`src/rtl/dmem_store_buffer_pkg.sv`:
```
// Shared definitions for the data-memory store buffer: drain FSM state
// encodings and the field widths of one buffered store entry.
package dmem_store_buffer_pkg;

    localparam int SB_DATA_W        = 32;
    localparam int SB_MASK_W        = 4;
    localparam int SB_AW_DEFAULT    = 32;
    localparam int SB_DEPTH_DEFAULT = 4;

    // Drain sequencer: IDLE waits for work, ISSUE pulses the write, WAIT
    // holds the entry on the bus until data_mem reports completion.
    typedef enum logic [1:0] {
        DRAIN_IDLE  = 2'd0,
        DRAIN_ISSUE = 2'd1,
        DRAIN_WAIT  = 2'd2
    } drain_state_t;

endpackage

```
`src/rtl/dmem_store_buffer_sb_fifo.sv`:
```
// Circular store queue with head/tail/count bookkeeping and a per-entry
// word-address match vector used for load hazard detection.
module sb_fifo
    import dmem_store_buffer_pkg::*;
#(
    parameter int DEPTH = SB_DEPTH_DEFAULT,
    parameter int AW    = SB_AW_DEFAULT
) (
    input  logic                 clk,
    input  logic                 rst_n,
    input  logic                 i_push,
    input  logic [AW-1:0]        i_push_addr,
    input  logic [SB_DATA_W-1:0] i_push_data,
    input  logic [SB_MASK_W-1:0] i_push_mask,
    input  logic                 i_pop,
    input  logic [AW-1:0]        i_cmp_addr,
    output logic [AW-1:0]        o_head_addr,
    output logic [SB_DATA_W-1:0] o_head_data,
    output logic [SB_MASK_W-1:0] o_head_mask,
    output logic                 o_full,
    output logic                 o_empty,
    output logic [DEPTH-1:0]     o_match
);

    localparam int            PW        = $clog2(DEPTH);
    localparam logic [PW-1:0] PTR_ONE   = PW'(1);
    localparam logic [PW:0]   CNT_ONE   = (PW+1)'(1);
    localparam logic [PW:0]   CNT_DEPTH = (PW+1)'(DEPTH);

    logic [AW-1:0]        r_addr [DEPTH];
    logic [SB_DATA_W-1:0] r_data [DEPTH];
    logic [SB_MASK_W-1:0] r_mask [DEPTH];
    logic [PW-1:0]        r_head;
    logic [PW-1:0]        r_tail;
    logic [PW:0]          r_count;
    logic [PW-1:0]        w_offset [DEPTH];
    logic                 w_do_push;
    logic                 w_do_pop;

    assign o_full    = (r_count == CNT_DEPTH);
    assign o_empty   = (r_count == '0);
    assign w_do_push = i_push & ~o_full;
    assign w_do_pop  = i_pop & ~o_empty;

    assign o_head_addr = r_addr[r_head];
    assign o_head_data = r_data[r_head];
    assign o_head_mask = r_mask[r_head];

    // Entry storage: written at the tail on an accepted push.
    // NOTE: the payload array has no reset; validity comes solely from head/count,
    // so clearing it would only cost flops and reset fan-out.
    always_ff @(posedge clk) begin
        if (w_do_push) begin
            r_addr[r_tail] <= i_push_addr;
            r_data[r_tail] <= i_push_data;
            r_mask[r_tail] <= i_push_mask;
        end
    end

    // Pointer and occupancy bookkeeping; pointers wrap naturally at DEPTH.
    always_ff @(posedge clk) begin
        if (!rst_n) begin
            r_head  <= '0;
            r_tail  <= '0;
            r_count <= '0;
        end else begin
            if (w_do_push) r_tail <= r_tail + PTR_ONE;
            if (w_do_pop)  r_head <= r_head + PTR_ONE;
            unique case ({w_do_push, w_do_pop})
                2'b10:   r_count <= r_count + CNT_ONE;
                2'b01:   r_count <= r_count - CNT_ONE;
                default: r_count <= r_count;
            endcase
        end
    end

    // Word-granular address match against every currently valid entry.
    always_comb begin
        for (int i = 0; i < DEPTH; i++) begin
            w_offset[i] = PW'(i) - r_head;
            o_match[i]  = ({1'b0, w_offset[i]} < r_count) &&
                          (r_addr[i][AW-1:2] == i_cmp_addr[AW-1:2]);
        end
    end

endmodule

```
`src/rtl/dmem_store_buffer.sv`:
```
// Posted-write buffer between the MEM stage and data_mem: stores retire in
// one cycle, drain one at a time in the background, loads bypass the queue
// but stall on a word hit until the matching store has drained.
module dmem_store_buffer
    import dmem_store_buffer_pkg::*;
#(
    parameter int DEPTH = SB_DEPTH_DEFAULT,
    parameter int AW    = SB_AW_DEFAULT
) (
    input  logic                 clk,
    input  logic                 rst_n,
    input  logic [AW-1:0]        i_cpu_addr,
    input  logic [SB_DATA_W-1:0] i_cpu_write_data,
    input  logic                 i_cpu_memwrite,
    input  logic                 i_cpu_memread,
    input  logic [SB_MASK_W-1:0] i_cpu_sign_mask,
    output logic [SB_DATA_W-1:0] o_cpu_read_data,
    output logic                 o_cpu_stall,
    output logic [AW-1:0]        o_mem_addr,
    output logic [SB_DATA_W-1:0] o_mem_write_data,
    output logic                 o_mem_memwrite,
    output logic                 o_mem_memread,
    output logic [SB_MASK_W-1:0] o_mem_sign_mask,
    input  logic [SB_DATA_W-1:0] i_mem_read_data,
    input  logic                 i_mem_stall,
    output logic                 o_buf_empty
);

    drain_state_t         r_state;
    drain_state_t         w_state_nxt;
    logic                 r_seen_stall;
    logic                 w_seen_nxt;
    logic                 w_pop;
    logic                 w_full;
    logic                 w_empty;
    logic [DEPTH-1:0]     w_match;
    logic [AW-1:0]        w_head_addr;
    logic [SB_DATA_W-1:0] w_head_data;
    logic [SB_MASK_W-1:0] w_head_mask;
    logic                 w_hit;
    logic                 w_load_req;
    logic                 w_busy;
    logic                 w_load_go;

    sb_fifo #(
        .DEPTH (DEPTH),
        .AW    (AW)
    ) u_fifo (
        .clk         (clk),
        .rst_n       (rst_n),
        .i_push      (i_cpu_memwrite),
        .i_push_addr (i_cpu_addr),
        .i_push_data (i_cpu_write_data),
        .i_push_mask (i_cpu_sign_mask),
        .i_pop       (w_pop),
        .i_cmp_addr  (i_cpu_addr),
        .o_head_addr (w_head_addr),
        .o_head_data (w_head_data),
        .o_head_mask (w_head_mask),
        .o_full      (w_full),
        .o_empty     (w_empty),
        .o_match     (w_match)
    );

    assign w_hit      = |w_match;
    assign w_load_req = i_cpu_memread & ~w_hit;
    assign w_busy     = (r_state != DRAIN_IDLE);
    assign w_load_go  = w_load_req & ~w_busy & ~i_mem_stall;

    // Drain state register; reset abandons any write already handed to data_mem.
    always_ff @(posedge clk) begin
        if (!rst_n) begin
            r_state      <= DRAIN_IDLE;
            r_seen_stall <= 1'b0;
        end else begin
            r_state      <= w_state_nxt;
            r_seen_stall <= w_seen_nxt;
        end
    end

    // Drain next-state: a missing load outranks starting a new drain, and
    // completion is the first stall-free edge after data_mem went busy.
    // NOTE: every output of this block is defaulted first so no path can infer a latch.
    always_comb begin
        w_state_nxt = r_state;
        w_seen_nxt  = r_seen_stall;
        w_pop       = 1'b0;
        unique case (r_state)
            DRAIN_IDLE: begin
                if (!w_empty && !i_mem_stall && !w_load_req) begin
                    w_state_nxt = DRAIN_ISSUE;
                end
            end
            DRAIN_ISSUE: begin
                w_seen_nxt  = i_mem_stall;
                w_state_nxt = DRAIN_WAIT;
            end
            DRAIN_WAIT: begin
                if (r_seen_stall && !i_mem_stall) begin
                    w_pop       = 1'b1;
                    w_seen_nxt  = 1'b0;
                    w_state_nxt = DRAIN_IDLE;
                end else if (i_mem_stall) begin
                    w_seen_nxt = 1'b1;
                end
            end
            default: w_state_nxt = DRAIN_IDLE;
        endcase
    end

    // Port muxing: the head entry owns the bus while draining, else the load path does.
    always_comb begin
        o_mem_addr       = i_cpu_addr;
        o_mem_write_data = i_cpu_write_data;
        o_mem_sign_mask  = i_cpu_sign_mask;
        if (w_busy) begin
            o_mem_addr       = w_head_addr;
            o_mem_write_data = w_head_data;
            o_mem_sign_mask  = w_head_mask;
        end
    end

    assign o_mem_memwrite  = rst_n & (r_state == DRAIN_ISSUE);
    assign o_mem_memread   = rst_n & w_load_go;
    assign o_cpu_stall     = rst_n & ((i_cpu_memwrite & w_full) |
                                      (i_cpu_memread & ~w_load_go));
    assign o_buf_empty     = ~rst_n | (w_empty & ~w_busy);
    assign o_cpu_read_data = i_mem_read_data;

endmodule

```
`config.mk`:
```
export PLATFORM = sky130hd
export DESIGN_NAME = dmem_store_buffer
export DESIGN_NICKNAME = d
export VERILOG_FILES = /design/src/rtl/dmem_store_buffer_pkg.sv /design/src/rtl/dmem_store_buffer_sb_fifo.sv /design/src/rtl/dmem_store_buffer.sv
export SDC_FILE = /design/constraint.sdc
export NUM_CORES = 1
export LEC_CHECK = 0
export CAP_MARGIN = 10
export CELL_PAD_IN_SITES_DETAIL_PLACEMENT = 0
export CELL_PAD_IN_SITES_GLOBAL_PLACEMENT = 1
export CORE_UTILIZATION = 42
export CTS_BUF_LIST = sky130_fd_sc_hd__clkbuf_4 sky130_fd_sc_hd__clkbuf_8
export DETAILED_ROUTE_END_ITERATION = 10
export HOLD_SLACK_MARGIN = 0.05
export PLACE_DENSITY = 0.78
export SLEW_MARGIN = 20
export SYNTH_ARGS = -nofsm -noshare
export SYNTH_HDL_FRONTEND = slang
export SYNTH_SLANG_ARGS = --single-unit
```
`constraint.sdc`:
```
create_clock -name clk -period 3 [get_ports clk]
set_input_delay 0.45 -clock clk [delete_from_list [all_inputs] [get_ports clk]]
set_output_delay 0.45 -clock clk [all_outputs]
set_load 0.03 [all_outputs]
```
==> flow_results.xml, run 1 <==
<?xml version="1.0" encoding="UTF-8"?>
<metrics>
  <group name="route">
    <metric name="initialDrtViolationCount" unit="">405</metric>
    <metric name="finalWirelength" unit="mm">29.5</metric>
    <metric name="number_of_iterations_in_the_first_detailed_routing_pass" unit="">5</metric>
    <metric name="count_of_antenna_violating_nets_left_after_detailed_routing" unit="">0</metric>
    <metric name="post_drt_via_cell_ratio" unit="">5.21</metric>
    <metric name="drc_viols" unit="">0</metric>
    <metric name="routed-via-count" unit="">7149</metric>
    <metric name="wl_per_cell" unit="um">21.5</metric>
  </group>
  <group name="timing">
    <metric name="hold_ws" unit="ps">332</metric>
    <metric name="report.final.hold_viol_count" unit="">0</metric>
    <metric name="period_minus_slack" unit="ps">3030</metric>
    <metric name="final-max-slew-violation-count" unit="">0</metric>
    <metric name="timing.clock.skew" unit="ps">16.2</metric>
    <metric name="worst_slew_margin_rel" unit="">0.639</metric>
    <metric name="final.setup.tns" unit="ps">-61.2</metric>
    <metric name="grt_setup_unrepaired" unit="">yes</metric>
    <metric name="finalCritPeriodShare" unit="">1.01</metric>
    <metric name="finalSetupViolations" unit="">2</metric>
    <metric name="fmax" unit="MHz">330</metric>
    <metric name="fin_ws" unit="ps">-32.3</metric>
    <metric name="worst-slew-pin-transition" unit="ps">542</metric>
  </group>
  <group name="die">
    <metric name="top_level_ports" unit="">209</metric>
    <metric name="start_util" unit="">0.427</metric>
    <metric name="die_x" unit="um">179</metric>
    <metric name="die_area" unit="um2">31900</metric>
    <metric name="std_cell_rows" unit="">64</metric>
    <metric name="die-height" unit="um">179</metric>
    <metric name="core_area" unit="um2">30700</metric>
  </group>
  <group name="cells_and_area">
    <metric name="layout-drive-gt1-share" unit="">0.349</metric>
    <metric name="num-nets-final" unit="">1050</metric>
    <metric name="areaGrowthSynthToFinish" unit="%">25.3</metric>
    <metric name="fin_util" unit="">0.535</metric>
    <metric name="layout.filler_cells" unit="">2520</metric>
  </group>
  <group name="global_routing">
    <metric name="routing_usage_on_met3" unit="">0.0458</metric>
    <metric name="grt_pass1_wl" unit="mm">44.4</metric>
    <metric name="grt_max_degree" unit="">36</metric>
    <metric name="grt_util_met2" unit="">0.302</metric>
    <metric name="globalRouteTotalUtil" unit="">0.189</metric>
    <metric name="global_route.overflow_total" unit="">0</metric>
    <metric name="via_count_of_the_first_global_routing_pass" unit="">7475</metric>
    <metric name="top_usage_layer" unit="">met2</metric>
    <metric name="antenna_violations_before_repair" unit="">4</metric>
    <metric name="global_route.usage.met1" unit="">0.255</metric>
  </group>
  <group name="critical_path">
    <metric name="timing.setup.critical_path_class" unit="">in -&gt; out</metric>
    <metric name="worst-endpoint-required" unit="ps">2550</metric>
    <metric name="critPathLaunchType" unit="">input pin</metric>
    <metric name="timing.critical_path.slowest_cell_delay" unit="ps">630</metric>
    <metric name="timing.critical_path.arrival" unit="ps">2580</metric>
    <metric name="path_max_fanout" unit="">5</metric>
    <metric name="crit_chain" unit="">clkdlybuf4s50_1, xor2_1, nor4_1, nand3_1, a2111oi_4, nor4_4, a21oi_2, buf_6</metric>
    <metric name="cp_slowest_cell" unit="">sky130_fd_sc_hd__clkdlybuf4s50_1</metric>
    <metric name="worstSetupEndpointType" unit="">primary output</metric>
    <metric name="timing.critical_path.max_delay_family" unit="">buffers and inverters</metric>
    <metric name="crit_buf_inv" unit="">2</metric>
  </group>
  <group name="yosys">
    <metric name="synth-seq-cells" unit="">284</metric>
    <metric name="yosys_warnings" unit="">0</metric>
    <metric name="synth_cells" unit="">750</metric>
    <metric name="synth_sequential_area_ratio" unit="">0.642</metric>
    <metric name="netlist_area" unit="um2">13100</metric>
    <metric name="synth.lib_cells_used.distinct" unit="">37</metric>
    <metric name="syn_nets" unit="">865</metric>
    <metric name="avgSynthCellArea" unit="um2">17.5</metric>
  </group>
  <group name="job">
    <metric name="drv.max_cap_violation_count" unit="">0</metric>
  </group>
  <group name="pwr">
    <metric name="vdd.ir_drop.worst" unit="uV">382</metric>
    <metric name="areal_power_density_over_the_cells" unit="nW/um2">555</metric>
    <metric name="power_leakage" unit="nW">5.58</metric>
    <metric name="post-layout-total-power" unit="mW">9.11</metric>
  </group>
  <group name="clock_tree">
    <metric name="max_clock_buf_depth" unit="">3</metric>
    <metric name="cts_htree_levels" unit="">2</metric>
    <metric name="worst_setup_hold_path_clk_slew" unit="ps">60</metric>
    <metric name="clk-insertion-delay-late" unit="ps">560</metric>
    <metric name="cts_tree" unit="">built</metric>
    <metric name="root_buffer" unit="">sky130_fd_sc_hd__clkbuf_8</metric>
    <metric name="cts-buffers-inserted" unit="">46</metric>
    <metric name="hold_fix_buffers_at_cts" unit="">0</metric>
    <metric name="clkSinkCount" unit="">284</metric>
  </group>
  <group name="min_path">
    <metric name="worstHoldPathType" unit="">in -&gt; reg</metric>
  </group>
  <group name="place">
    <metric name="gp_congestion" unit="">0.883</metric>
    <metric name="dp.final_hpwl" unit="mm">19.9</metric>
    <metric name="portBuffers" unit="">144</metric>
  </group>
  <group name="run_status">
    <metric name="failed_checks" unit="">setup timing</metric>
    <metric name="run_status" unit="">finished with violations</metric>
  </group>
</metrics>
state kept, by name, indices dropped and copies added, names as in the netlist, named ones only:
signal and flops:
u_fifo.r_tail 2, u_fifo.r_mask 16, r_seen_stall 1, u_fifo.r_head 2, u_fifo.r_data 128, r_state 2
u_fifo.r_count 3, u_fifo.r_addr 128
worst reg2reg max path, stage by stage (launching register included):
cell	delay, ps
sky130_fd_sc_hd__dfxtp_1	560
sky130_fd_sc_hd__nor3_1	150
sky130_fd_sc_hd__nor4b_2	340
sky130_fd_sc_hd__ha_1	230
sky130_fd_sc_hd__inv_1	60
sky130_fd_sc_hd__fa_1	370
sky130_fd_sc_hd__xor2_1	150
sky130_fd_sc_hd__or3_1	290
sky130_fd_sc_hd__a21boi_0	160
worst paths after layout:
path	from	to	slack, ps	cells after the start
max	i_cpu_addr[11]	o_cpu_stall	-30	8
max reg2reg	u_fifo.r_count[2]	u_fifo.r_count[2]	610	8
min reg2reg	r_seen_stall	r_seen_stall	540	2
min	i_cpu_addr[9]	u_fifo.r_addr[0][9]	330	1
synth_stat cells:
library cell                count  area share
sky130_fd_sc_hd__a2111o_1       1     0.00086
sky130_fd_sc_hd__a2111oi_0      1     0.00067
sky130_fd_sc_hd__a2111oi_2      1      0.0011
sky130_fd_sc_hd__a21boi_0       1     0.00057
sky130_fd_sc_hd__a21boi_1       1     0.00057
sky130_fd_sc_hd__a21oi_1        7      0.0027
sky130_fd_sc_hd__and2_1        11      0.0053
sky130_fd_sc_hd__and3_1         3      0.0014
sky130_fd_sc_hd__buf_2         36       0.014
sky130_fd_sc_hd__buf_4         32       0.018
sky130_fd_sc_hd__buf_6          4      0.0034
sky130_fd_sc_hd__clkbuf_1      16      0.0046
sky130_fd_sc_hd__dfxtp_1       12       0.018
sky130_fd_sc_hd__edfxtp_1     272        0.62
sky130_fd_sc_hd__fa_1           1      0.0015
sky130_fd_sc_hd__ha_1           9      0.0086
sky130_fd_sc_hd__inv_1         15      0.0043
sky130_fd_sc_hd__mux2_2        68       0.058
sky130_fd_sc_hd__mux4_2        68        0.12
sky130_fd_sc_hd__nand2_1        6      0.0017
sky130_fd_sc_hd__nand2b_1       1     0.00048
sky130_fd_sc_hd__nand3_1        3      0.0011
sky130_fd_sc_hd__nand4_1        9      0.0043
sky130_fd_sc_hd__nor2_1         5      0.0014
sky130_fd_sc_hd__nor2b_1        3      0.0014
sky130_fd_sc_hd__nor3_1         4      0.0015
sky130_fd_sc_hd__nor4_1        20      0.0096
sky130_fd_sc_hd__nor4_2         1     0.00096
sky130_fd_sc_hd__nor4b_2        1      0.0011
sky130_fd_sc_hd__o2111ai_1      4      0.0027
sky130_fd_sc_hd__o21a_1         1     0.00057
sky130_fd_sc_hd__o21ai_0        3      0.0011
sky130_fd_sc_hd__o311ai_1       1     0.00067
sky130_fd_sc_hd__or2_2          1     0.00048
sky130_fd_sc_hd__or3_1          1     0.00048
sky130_fd_sc_hd__xnor2_1       46       0.031
sky130_fd_sc_hd__xor2_1        81       0.054
routing by layer:
layer / vias to the layer above / share of wire
met5: - / 0
met3: 45 / 0.062
li1: 3242 / -
met2: 207 / 0.48
met1: 3655 / 0.44
met4: 0 / 0.019
kinds of logic after synthesis:
family / after synthesis / synth area share
flip-flops: 284 / 0.642
multiplexers: 136 / 0.175
XOR/XNOR: 127 / 0.0850
buffers and inverters: 103 / 0.0444
AND/OR/NAND/NOR: 69 / 0.0313
AO/OA/AOI/OAI: 21 / 0.0116
adder cells (fa/ha/maj): 10 / 0.0101
layout make-up:
type / instances / area (um2) / area share
flip-flops and latches: 284 / 8420 / 0.513
multi-input cells: 363 / 4370 / 0.267
repair buffers: 225 / 2160 / 0.132
clock buffers: 69 / 812 / 0.0495
well taps: 396 / 495 / 0.0302
clock inverters: 16 / 77.6 / 0.00473
inverters: 15 / 56.3 / 0.00343
diodes: 3 / 7.51 / 0.000458
stage by stage:
step / instance area [um2] / setup slack (ps) / instances
finish: 16400 / -32.3 / 1371
floorplan: 13100 / 76.5 / 750
global route: 16400 / -102 / 1368
detailed placement: 15300 / -444 / 1280
global placement: 15300 / -461 / 1280
CTS: 16300 / -67.3 / 1366
power breakdown:
part	leakage (nW)	internal, mW	switching (mW)
logic	2.50	0.556	0.720
clock network	0.481	1.74	1.48
registers	2.60	4.55	0.0717
total	5.58	6.84	2.27
timing repair:
item / in CTS / in global routing
pin swaps: 12 / 5
endpoints found under the setup margin: 65 / 3
gates resized for setup: 98 / 21
cloned: 0 / 1
buffers inserted: 1 / 1
cells in the final DEF (no fill, tap or decap), types with 14 or more instances in the layout:
cell / n
sky130_fd_sc_hd__mux2_2: 68
sky130_fd_sc_hd__xnor2_1: 41
sky130_fd_sc_hd__buf_4: 72
sky130_fd_sc_hd__clkbuf_4: 22
sky130_fd_sc_hd__clkbuf_8: 47
sky130_fd_sc_hd__mux4_2: 68
sky130_fd_sc_hd__dlygate4sd2_1: 71
sky130_fd_sc_hd__edfxtp_1: 272
sky130_fd_sc_hd__xor2_1: 78
sky130_fd_sc_hd__inv_1: 14
sky130_fd_sc_hd__clkdlybuf4s50_1: 61
(Power assumes the default switching activity.)
==> run 2: changes to the inputs <==
--- a/config.mk
+++ b/config.mk
@@ -12,7 +12,7 @@
 export CTS_BUF_LIST = sky130_fd_sc_hd__clkbuf_4 sky130_fd_sc_hd__clkbuf_8
 export DETAILED_ROUTE_END_ITERATION = 10
 export HOLD_SLACK_MARGIN = 0.05
-export PLACE_DENSITY = 0.78
+export PLACE_DENSITY_LB_ADDON = 0.08
 export SLEW_MARGIN = 20
 export SYNTH_ARGS = -nofsm -noshare
 export SYNTH_HDL_FRONTEND = slang
==> run 2 against run 1 <==
The run still ends with setup timing left. Cell count is 0.36% higher. First-iteration DRC count is 0.25% higher. Setup slack worse by 87 ps. Sequential cell count stayed put. Count of clock-buffer cells in the layout is 4 lower. Register-to-register slack worse by 100 ps. Cell area is 0.61% lower. Clock power is 3% higher. Non-clock buffer count is 7 higher. Highest routed layer is now met5.
==> flow_results.xml, run 2 (synthesis results as in run 1) <==
<?xml version="1.0" encoding="UTF-8"?>
<metrics>
  <group name="run_status">
    <metric name="run_status" unit="">finished with violations</metric>
    <metric name="failed_checks" unit="">setup timing</metric>
  </group>
  <group name="timing">
    <metric name="finalSetupViolations" unit="">2</metric>
    <metric name="grt_setup_unrepaired" unit="">yes</metric>
    <metric name="fmax" unit="MHz">321</metric>
    <metric name="fin_ws" unit="ps">-119</metric>
    <metric name="timing.clock.skew" unit="ps">17.5</metric>
    <metric name="report.final.hold_viol_count" unit="">0</metric>
    <metric name="finalCritPeriodShare" unit="">1.04</metric>
    <metric name="worst_slew_margin_rel" unit="">0.623</metric>
    <metric name="final-max-slew-violation-count" unit="">0</metric>
    <metric name="period_minus_slack" unit="ps">3120</metric>
    <metric name="worst-slew-pin-transition" unit="ps">566</metric>
    <metric name="hold_ws" unit="ps">308</metric>
  </group>
  <group name="clock_tree">
    <metric name="clk-insertion-delay-late" unit="ps">570</metric>
    <metric name="cts-buffers-inserted" unit="">48</metric>
    <metric name="cts_htree_levels" unit="">2</metric>
    <metric name="hold_fix_buffers_at_cts" unit="">0</metric>
    <metric name="root_buffer" unit="">sky130_fd_sc_hd__clkbuf_8</metric>
    <metric name="worst_setup_hold_path_clk_slew" unit="ps">60</metric>
    <metric name="cts_tree" unit="">built</metric>
    <metric name="max_clock_buf_depth" unit="">3</metric>
    <metric name="clkSinkCount" unit="">284</metric>
  </group>
  <group name="die">
    <metric name="die_area" unit="um2">31900</metric>
    <metric name="die-height" unit="um">179</metric>
    <metric name="core_area" unit="um2">30700</metric>
    <metric name="std_cell_rows" unit="">64</metric>
    <metric name="start_util" unit="">0.427</metric>
    <metric name="die_x" unit="um">179</metric>
    <metric name="top_level_ports" unit="">209</metric>
  </group>
  <group name="critical_path">
    <metric name="timing.critical_path.arrival" unit="ps">2670</metric>
    <metric name="crit_chain" unit="">xor2_1, nor4_2, nand4_1, a2111oi_4, nor4_4, a21oi_2, buf_12</metric>
    <metric name="timing.critical_path.max_delay_family" unit="">simple AND/OR/NAND/NOR gates</metric>
    <metric name="cp_slowest_cell" unit="">sky130_fd_sc_hd__edfxtp_1</metric>
    <metric name="crit_buf_inv" unit="">1</metric>
    <metric name="worstSetupEndpointType" unit="">primary output</metric>
    <metric name="regToRegStartpoint" unit="">u_fifo.r_count[2]</metric>
    <metric name="r2r_end" unit="">u_fifo.r_count[2]</metric>
    <metric name="timing.setup.critical_path_class" unit="">reg -&gt; out</metric>
    <metric name="timing.critical_path.slowest_cell_delay" unit="ps">430</metric>
    <metric name="number_of_cells_on_the_worst_reg_to_reg_path" unit="">8</metric>
    <metric name="path_max_fanout" unit="">3</metric>
    <metric name="rrSetupSlack" unit="ps">510</metric>
    <metric name="worst-endpoint-required" unit="ps">2550</metric>
    <metric name="critPathLaunchType" unit="">flop</metric>
  </group>
  <group name="global_routing">
    <metric name="global_route.overflow_total" unit="">0</metric>
    <metric name="via_count_of_the_first_global_routing_pass" unit="">7763</metric>
    <metric name="antenna_violations_before_repair" unit="">2</metric>
    <metric name="globalRouteTotalUtil" unit="">0.201</metric>
    <metric name="grt_pass1_wl" unit="mm">46.7</metric>
    <metric name="grt_max_degree" unit="">69</metric>
  </group>
  <group name="cells_and_area">
    <metric name="final_common_cell" unit="">sky130_fd_sc_hd__edfxtp_1</metric>
    <metric name="area_of_combinational_cells_with_multiple_inputs" unit="um2">4230</metric>
    <metric name="largest_registers" unit="">u_fifo.r_addr: 128 flops, u_fifo.r_data: 128 flops, u_fifo.r_mask: 16 flops</metric>
    <metric name="layout-drive-gt1-share" unit="">0.336</metric>
    <metric name="most_used_cells_in_the_layout_excluding_fill_and_tap_cells" unit="">sky130_fd_sc_hd__edfxtp_1, sky130_fd_sc_hd__xor2_1, sky130_fd_sc_hd__buf_4</metric>
    <metric name="antenna-diode-count" unit="">0</metric>
    <metric name="areaGrowthSynthToFinish" unit="%">24.5</metric>
    <metric name="stdcell_count" unit="">1376</metric>
    <metric name="layout.filler_cells" unit="">2488</metric>
    <metric name="num-nets-final" unit="">1059</metric>
    <metric name="layout.area.seq" unit="um2">8420</metric>
  </group>
  <group name="pwr">
    <metric name="post-layout-total-power" unit="mW">9.21</metric>
    <metric name="areal_power_density_over_the_cells" unit="nW/um2">565</metric>
    <metric name="pwr-share-seq" unit="">0.502</metric>
    <metric name="clock_power_share" unit="">0.361</metric>
    <metric name="power_leakage" unit="nW">5.51</metric>
    <metric name="vdd.ir_drop.worst" unit="uV">339</metric>
    <metric name="p_comb_frac" unit="">0.137</metric>
    <metric name="sw_share" unit="">0.251</metric>
    <metric name="internal_power" unit="mW">6.90</metric>
    <metric name="netSwitchingPower" unit="mW">2.32</metric>
  </group>
  <group name="min_path">
    <metric name="worstHoldPathType" unit="">in -&gt; reg</metric>
    <metric name="timing.hold.worst_endpoint" unit="">u_fifo.r_addr[1][26]</metric>
    <metric name="holdPathStages" unit="">1</metric>
    <metric name="min_from" unit="">i_cpu_addr[26]</metric>
  </group>
  <group name="job">
    <metric name="drv.max_cap_violation_count" unit="">0</metric>
  </group>
  <group name="route">
    <metric name="drc_viols" unit="">0</metric>
    <metric name="number_of_iterations_in_the_first_detailed_routing_pass" unit="">4</metric>
    <metric name="post_drt_via_cell_ratio" unit="">5.22</metric>
    <metric name="finalWirelength" unit="mm">31.6</metric>
    <metric name="routed-via-count" unit="">7182</metric>
    <metric name="wl_per_cell" unit="um">23.0</metric>
    <metric name="initialDrtViolationCount" unit="">406</metric>
    <metric name="count_of_antenna_violating_nets_left_after_detailed_routing" unit="">0</metric>
  </group>
  <group name="place">
    <metric name="pre_cts_ws" unit="ps">-525</metric>
    <metric name="gp_congestion" unit="">0.784</metric>
    <metric name="portBuffers" unit="">144</metric>
    <metric name="dp.final_hpwl" unit="mm">20.5</metric>
    <metric name="dp_cells" unit="">1279</metric>
  </group>
</metrics>
## run 2: worst max path at each step
stage                                     from                   to  slack (ps)  depth (start not counted)
final                     u_fifo.r_addr[3][26]          o_cpu_stall        -120                          7
after global routing      u_fifo.r_addr[1][22]          o_cpu_stall        -240                          8
after CTS                 u_fifo.r_addr[1][22]          o_cpu_stall        -140                          8
after detailed placement         i_cpu_addr[7]          o_cpu_stall        -530                          8
after global placement           i_cpu_addr[6]          o_cpu_stall        -570                          9
after floorplan              u_fifo.r_count[0]  u_fifo.r_addr[0][0]          80                          3
## run 2: routing by layer
metal | vias up | GRT usage | share of wire
met5 | - | 0 | 0.00054
li1 | 3259 | - | -
met1 | 3649 | 0.266 | 0.43
met3 | 61 | 0.0456 | 0.064
met2 | 211 | 0.331 | 0.49
met4 | 2 | 0.0579 | 0.019
## run 2: area by class of cell
class,count,area share
clock buffer,65,0.0487
multi-input combinational,363,0.260
clock inverter,21,0.00729
sequential,284,0.516
tap,396,0.0304
inverter,15,0.00345
timing repair buffer,232,0.134
## run 2: worst reg2reg max path, delay by kind of cell, from the launching register on
kind            cells  cell delay (ps)
fa+ha+maj           2              610
simple gates        3              810
xor+xnor            1              160
flops               1              580
buf+inv             1               60
compound gates      1              190
## run 2: power groups by stage
| stage | Clock (mW) | Sequential [mW] | Combinational [mW] |
|---|---|---|---|
| 2_1_floorplan | 0 | 4.69 | 0.798 |
| 3_3_place_gp | 0 | 4.69 | 1.32 |
| 3_5_place_dp | 0 | 4.70 | 1.32 |
| 4_1_cts | 3.42 | 4.62 | 1.29 |
| 5_1_grt | 3.59 | 4.64 | 1.35 |
| 6_report | 3.32 | 4.62 | 1.27 |
## run 2: repair_timing
| action | CTS | global route |
|---|---|---|
| resized for setup | 81 | 7 |
| buffers inserted | 10 | 0 |
| gates cloned | 0 | 1 |
| pin swaps | 8 | 1 |
| endpoints found under the hold margin | 0 | 0 |
| setup endpoints to repair | 64 | 4 |
## run 2: stage by stage
step	area (um2)	setup TNS, ps	utilization
final	16300	-237	0.532
after global routing	16300	-467	0.532
after CTS	16300	-241	0.531
after detailed placement	15300	-1020	0.498
after global placement	15300	-1110	0.498
after floorplan	13100	0	-
